<file path="src/rtl/ir_src_ctrl.sv">
// ir_src_ctrl: EX-stage instruction-source select with BNE redirect and NOP flush sequencing
module ir_src_ctrl #(
  parameter int FLUSH_CYCLES = 2,
  parameter int CNT_W = 16
) (
  input  logic             clk,
  input  logic             rst_n,
  input  logic             stall,
  input  logic             ex_valid,
  input  logic             ex_is_bne,
  input  logic             alu_zero,
  output logic [1:0]       ir_src_alu,
  output logic             pc_src,
  output logic             flushing,
  output logic [CNT_W-1:0] taken_cnt
);
  typedef enum logic [1:0] {PASS, REDIRECT, FLUSH} state_t;
  state_t state, state_nxt;
  logic [3:0] cnt, cnt_nxt;
  logic taken, inc;
  assign taken = ex_valid & ex_is_bne & ~alu_zero;
  always_ff @(posedge clk or negedge rst_n) begin
    if (!rst_n) begin
      state <= PASS;
      cnt <= '0;
      taken_cnt <= '0;
    end else begin
      state <= state_nxt;
      cnt <= cnt_nxt;
      if (inc && !(&taken_cnt)) taken_cnt <= taken_cnt + 1'b1;
    end
  end
  // Branches seen outside PASS belong to squashed instructions and are ignored.
  always_comb begin
    state_nxt = state;
    cnt_nxt = cnt;
    inc = 1'b0;
    if (!stall) begin
      case (state)
        PASS: if (taken) begin
          state_nxt = REDIRECT;
          inc = 1'b1;
        end
        REDIRECT: if (FLUSH_CYCLES == 0) state_nxt = PASS;
        else begin
          cnt_nxt = 4'(FLUSH_CYCLES - 1);
          state_nxt = FLUSH;
        end
        FLUSH: if (cnt == 4'd0) state_nxt = PASS;
        else cnt_nxt = cnt - 4'd1;
        default: state_nxt = PASS;
      endcase
    end
  end
  assign ir_src_alu = (state == REDIRECT) ? 2'b10 : (state == FLUSH) ? 2'b01 : 2'b00;
  assign pc_src = (state == REDIRECT);
  assign flushing = (state != PASS);
endmodule
</file>
<file path="config.mk">
export PLATFORM = sky130hd
export DESIGN_NAME = ir_src_ctrl
export DESIGN_NICKNAME = d
export VERILOG_FILES = /design/src/rtl/ir_src_ctrl.sv
export SDC_FILE = /design/constraint.sdc
export NUM_CORES = 1
export LEC_CHECK = 0
export BUFFER_PORTS_ARGS = -buffer_cell sky130_fd_sc_hd__buf_2
export CAP_MARGIN = 5
export CORE_ASPECT_RATIO = 0.6
export CORE_UTILIZATION = 40
export CTS_BUF_LIST = sky130_fd_sc_hd__clkbuf_8
export DETAILED_ROUTE_END_ITERATION = 12
export GPL_ROUTABILITY_DRIVEN = 0
export MAX_ROUTING_LAYER = met4
export PLACE_DENSITY = 0.67
export SETUP_SLACK_MARGIN = 0.5
export SLEW_MARGIN = 5
export SYNTH_ARGS = -nofsm -noshare
export SYNTH_HDL_FRONTEND = slang
export SYNTH_SLANG_ARGS = --single-unit
</file>
<file path="constraint.sdc">
create_clock -name clk -period 2.17 [get_ports clk]
set_input_delay 0 -clock clk [delete_from_list [all_inputs] [get_ports clk]]
set_output_delay 0 -clock clk [all_outputs]
set_load 0.02 [all_outputs]
</file>
Word level (Yosys, flattened, before mapping)
Cells that the tools add are included.
Widths: inputs -> output; s select.
Cells by class
  $add $sub $neg: 2
  bitwise logic cells: 4
  equality and inequality tests: 5
  reductions and logical operators: 9
  multiplexer cells: 10
Operator list (count)
  $add 16x1->16 const B: 1
  $reduce_and 16->1: 1
  $pmux 4 s2: 1
  $mux 2: 3
  $ne 2x2->1 const B: 3
  $pmux 2 s3: 1
  $reduce_and 3->1: 2
  $logic_not 4->1: 1
  $mux 1: 4
  $mux 4: 1
  $reduce_bool 2->1: 2
  $sub 4x1->4 const B: 1
  $and 1x1->1: 2
  $eq 2x1->1 const B: 1
  $eq 2x2->1 const B: 1
  $logic_not 2->1: 1
  $not 1->1: 2
  $logic_and 1x1->1: 1
  $logic_not 1->1: 1
Word-level totals
  word-level logic and storage cells: 33
  bits in registers: 22
  input port bits: 6
  output and inout port bits: 20

Depth between registers and ports, before layout
  word-level depth: 6
  gate-level depth with buffers: 6

Worst setup path before layout
No wires, ideal clock.
  path type: flip-flop to flip-flop
  start point: register cnt[0]
  end point: register cnt[2]
  setup slack: 0.391 ns
  required time: 2.052 ns
  period minus slack after synthesis: 1.779 ns
  setup time: 0.118 ns
  stages on the path, launching flop included: 7
  arrival: 1.661 ns
  cell sequence: dfrtp_1 > inv_1 > ha_1 > or3b_2 > nand3_2 > mux2_2 > a21o_1
Between the ends
  word-level cells in the longest chain between the ends: 3
  elaborated cells on any way between the ends: 6
  those cells by class: add/sub: 1; eq/ne: 1; mux: 2; reduce/logical: 2
RTL lines
  start: declaration: RTL line 19  | logic [3:0] cnt, cnt_nxt;
  start signal: assignment: RTL line 29  | cnt <= cnt_nxt;
  $sub 4x1->4 / $logic_not 4->1 (equally long branches): RTL line 50, 49
  $mux 4 / $ne 2x2->1 (equally long branches)
  $pmux 4 s2 / $reduce_and 3->1 (equally long branches)
Parallel ways exist; a longest one is shown, timed or not. The select of a mux whose other input is x is not followed.
A chain may end at the register's enable or synchronous reset.

Final worst setup path
Same ends and word-level chain as after synthesis.

==> results.py <==
metrics = {
    "worst_setup_path": {
        "crit_path_max_incr_delay_ns": 0.39,
        "worstSetupEndpointType": "flop",
        "worstSetupPathType": "flop to flop",
        "arrival_ns": 1.82,
        "critPathRequiredTime_ns": 2.32,
        "worst-path-max-fanout": 2,
        "cp-start-kind": "flop",
        "crit_chain": "inv_2, ha_4, or3b_4, nand3_4, mux2_4, a21o_1",
        "slowest_stage": "dfrtp_1",
    },
    "layout": {
        "area_delta_synth_final_pct": 40.8,
        "final_common_cell": "buf_2",
        "drive_gt1_share_pct": 45.8,
        "mostFrequentLayoutCells": "25 x buf_2, 19 x dfrtp_1, 15 x xor2_1",
        "nets": 162,
        "final_util_pct": 61.5,
        "n_antenna_cell": 0,
        "fillers": 218,
    },
    "sta": {
        "drv_slew": 0,
        "rsz0062_at_grt": "true",
        "fin_crit_sh_pct": 76.8,
        "hold_viol_final": 0,
        "worstMarginPinSlew_ns": 0.501,
        "setup_tns_ns": 0,
        "fin_skew_ns": 0.00430,
        "finalSetupViolCount": 0,
        "fmax_ghz": 0.600,
        "max_slew_margin_pct": 66.6,
        "fin_crit_ns": 1.67,
        "timing.hold.ws_ns": 0.232,
    },
    "global_routing": {
        "antenna_found_initial": 0,
        "first_global_vias": 874,
        "grtUsageMet3_pct": 6.65,
        "overflow": 0,
        "grt_max_degree": 23,
        "grt_first_pass_wirelength_um": 4160,
        "grt_use_met2_pct": 26.7,
        "gr-usage-met1_pct": 26.5,
        "grt-busiest-layer": "met2",
        "grt_use_total_pct": 19.2,
    },
    "synthesis": {
        "synth_fp_nets": 117,
        "synth_simple_gate_area_share_pct": 28.7,
        "ys_seq_area_share_pct": 48.6,
        "ys_ff_latch": 22,
        "synthCells": 109,
        "synth_top_family_by_area": "simple AND/OR/NAND/NOR gates",
        "synth-adder-area-share_pct": 2.21,
        "post_synth.cell_area_avg_um2": 10.4,
        "synth_compound_area_share_pct": 1.99,
        "synthMuxAreaShare_pct": 2.98,
        "ys_warn_count": 0,
        "synthXorXnorAreaFrac_pct": 12.4,
        "syn_area_um2": 1130,
        "synth_cell_type_count": 28,
    },
    "place": {
        "dp_hpwl_um": 1800,
        "numPortBuffers": 25,
    },
    "die": {
        "row_count": 14,
        "die_h_um": 43.2,
        "core_area_um2": 2590,
        "die_area_um2": 3050,
        "floorplan.initialDensity_pct": 43.7,
        "ios": 26,
        "dieWidth_um": 70.7,
    },
    "drt": {
        "vias": 1009,
        "firstDrtPassIters": 8,
        "wirelength_um": 3010,
        "via_per_inst": 5.45,
        "drc_errors": 6,
        "wire_per_inst_um": 16.3,
        "ant_nets": 0,
        "drt_iter0_drc": 60,
    },
    "clocking": {
        "cts_root_buffer": "clkbuf_8",
        "cts_tree": "yes",
        "cts_buffers": 3,
        "clk_path_buf_depth": 2,
        "cts.sinks": 22,
        "htree_levels": 1,
        "insertion_delay_ns": 0.26,
        "cts.clk_slew.worst_paths_ns": 0.08,
    },
    "min_path": {
        "worstHoldPathType": "primary input to asynchronous set/reset pin",
    },
    "job": {
        "cap_violations": 0,
    },
    "pwr": {
        "p_leak_nw": 0.848,
        "power.density_nw_per_um2": 843,
        "ir_drop_mv": 0.507,
        "total_power_mw": 1.34,
    },
    "run_status": {
        "failed_checks": "design-rule violations",
        "status": "finished, violations left",
    },
}
## power by group
part | internal (mW) | switching (mW) | total (mW)
combinational | 0.267 | 0.245 | 0.512
clock | 0.126 | 0.126 | 0.253
sequential | 0.484 | 0.0950 | 0.579
## metal layers
metal,wire (µm),vias to the layer above
met2,1420,34
met5,0,-
met1,1390,497
li1,-,472
met3,161,6
met4,39,0
## critical path, delay by kind of cell (launching register included)
family                   cells  cell delay, ns
AO/OA/AOI/OAI                1            0.16
adder cells (fa/ha/maj)      1            0.13
buffers and inverters        1            0.09
flip-flops                   1            0.39
multiplexers                 1            0.30
AND/OR/NAND/NOR              2            0.49
## metrics by stage
step | area (µm²) | cells | setup slack, ns
global route | 1590 | 185 | 0.458
floorplan | 1140 | 109 | 0.485
detailed placement | 1290 | 164 | 0.381
global placement | 1290 | 164 | 0.436
CTS | 1420 | 172 | 0.460
finish | 1590 | 185 | 0.503
## state kept, by name, indices dropped and copies added, names as in the netlist
name	cells
cnt	4
state	2
taken_cnt	16
## worst paths after layout
check                                     end  depth (start not counted)           from  slack (ns)
min in group clk                     state[0]                          4       alu_zero        0.35
worst min register to register  taken_cnt[15]                          1  taken_cnt[15]        0.50
max in group asynchronous        taken_cnt[6]                          2          rst_n        1.56
worst min-delay path             taken_cnt[9]                          2          rst_n        0.23
worst max-delay path                   cnt[2]                          6         cnt[0]        0.50
worst max register to register         cnt[2]                          6         cnt[0]        0.50
## cell type report
class | instances | area [µm²] | share of cell area (%)
Clock buffer | 3 | 41.3 | 2.59
Sequential cell | 22 | 554 | 34.8
Timing Repair Buffer | 43 | 273 | 17.1
Tap cell | 32 | 40.0 | 2.51
Clock inverter | 1 | 3.75 | 0.235
Inverter | 3 | 11.3 | 0.706
Multi-Input combinational cell | 81 | 671 | 42.1
## cell families after synthesis
logic type      Yosys count
flops                    22
compound gates            4
buf+inv                   6
mux                       3
xor+xnor                 16
fa+ha+maj                 2
simple gates             56
## repair_timing
item | 4_1_cts | 5_1_grt
hold buffers | 2 | 0
endpoints found under the setup margin | 14 | 17
pin swaps | 1 | 6
gates resized for setup | 10 | 18
endpoints found under the hold margin | 23 | 0
setup buffers | 2 | 12
gates cloned | 0 | 1
## synth_stat cells, drive strengths merged
library cell  number  area (µm²)
xor2              15         131
dfrtp             22         551
or3b               1        8.76
or2                3        18.8
nor3              11        55.1
inv                3        11.3
and2               1        6.26
and4               2        17.5
ha                 2        25.0
nand2             11        41.3
nor2               4        15.0
nand4              7        43.8
a21o               1        7.51
buf                3        23.8
nor2b              1        6.26
o21ai              3        15.0
xnor2              1        8.76
nor3b              2        15.0
and3               1        6.26
and4bb             1        12.5
nor4b              1        15.0
mux2               3        33.8
nor4               3        18.8
and2b              2        15.0
nand3              5        30.0
(Power assumes the default switching activity.)
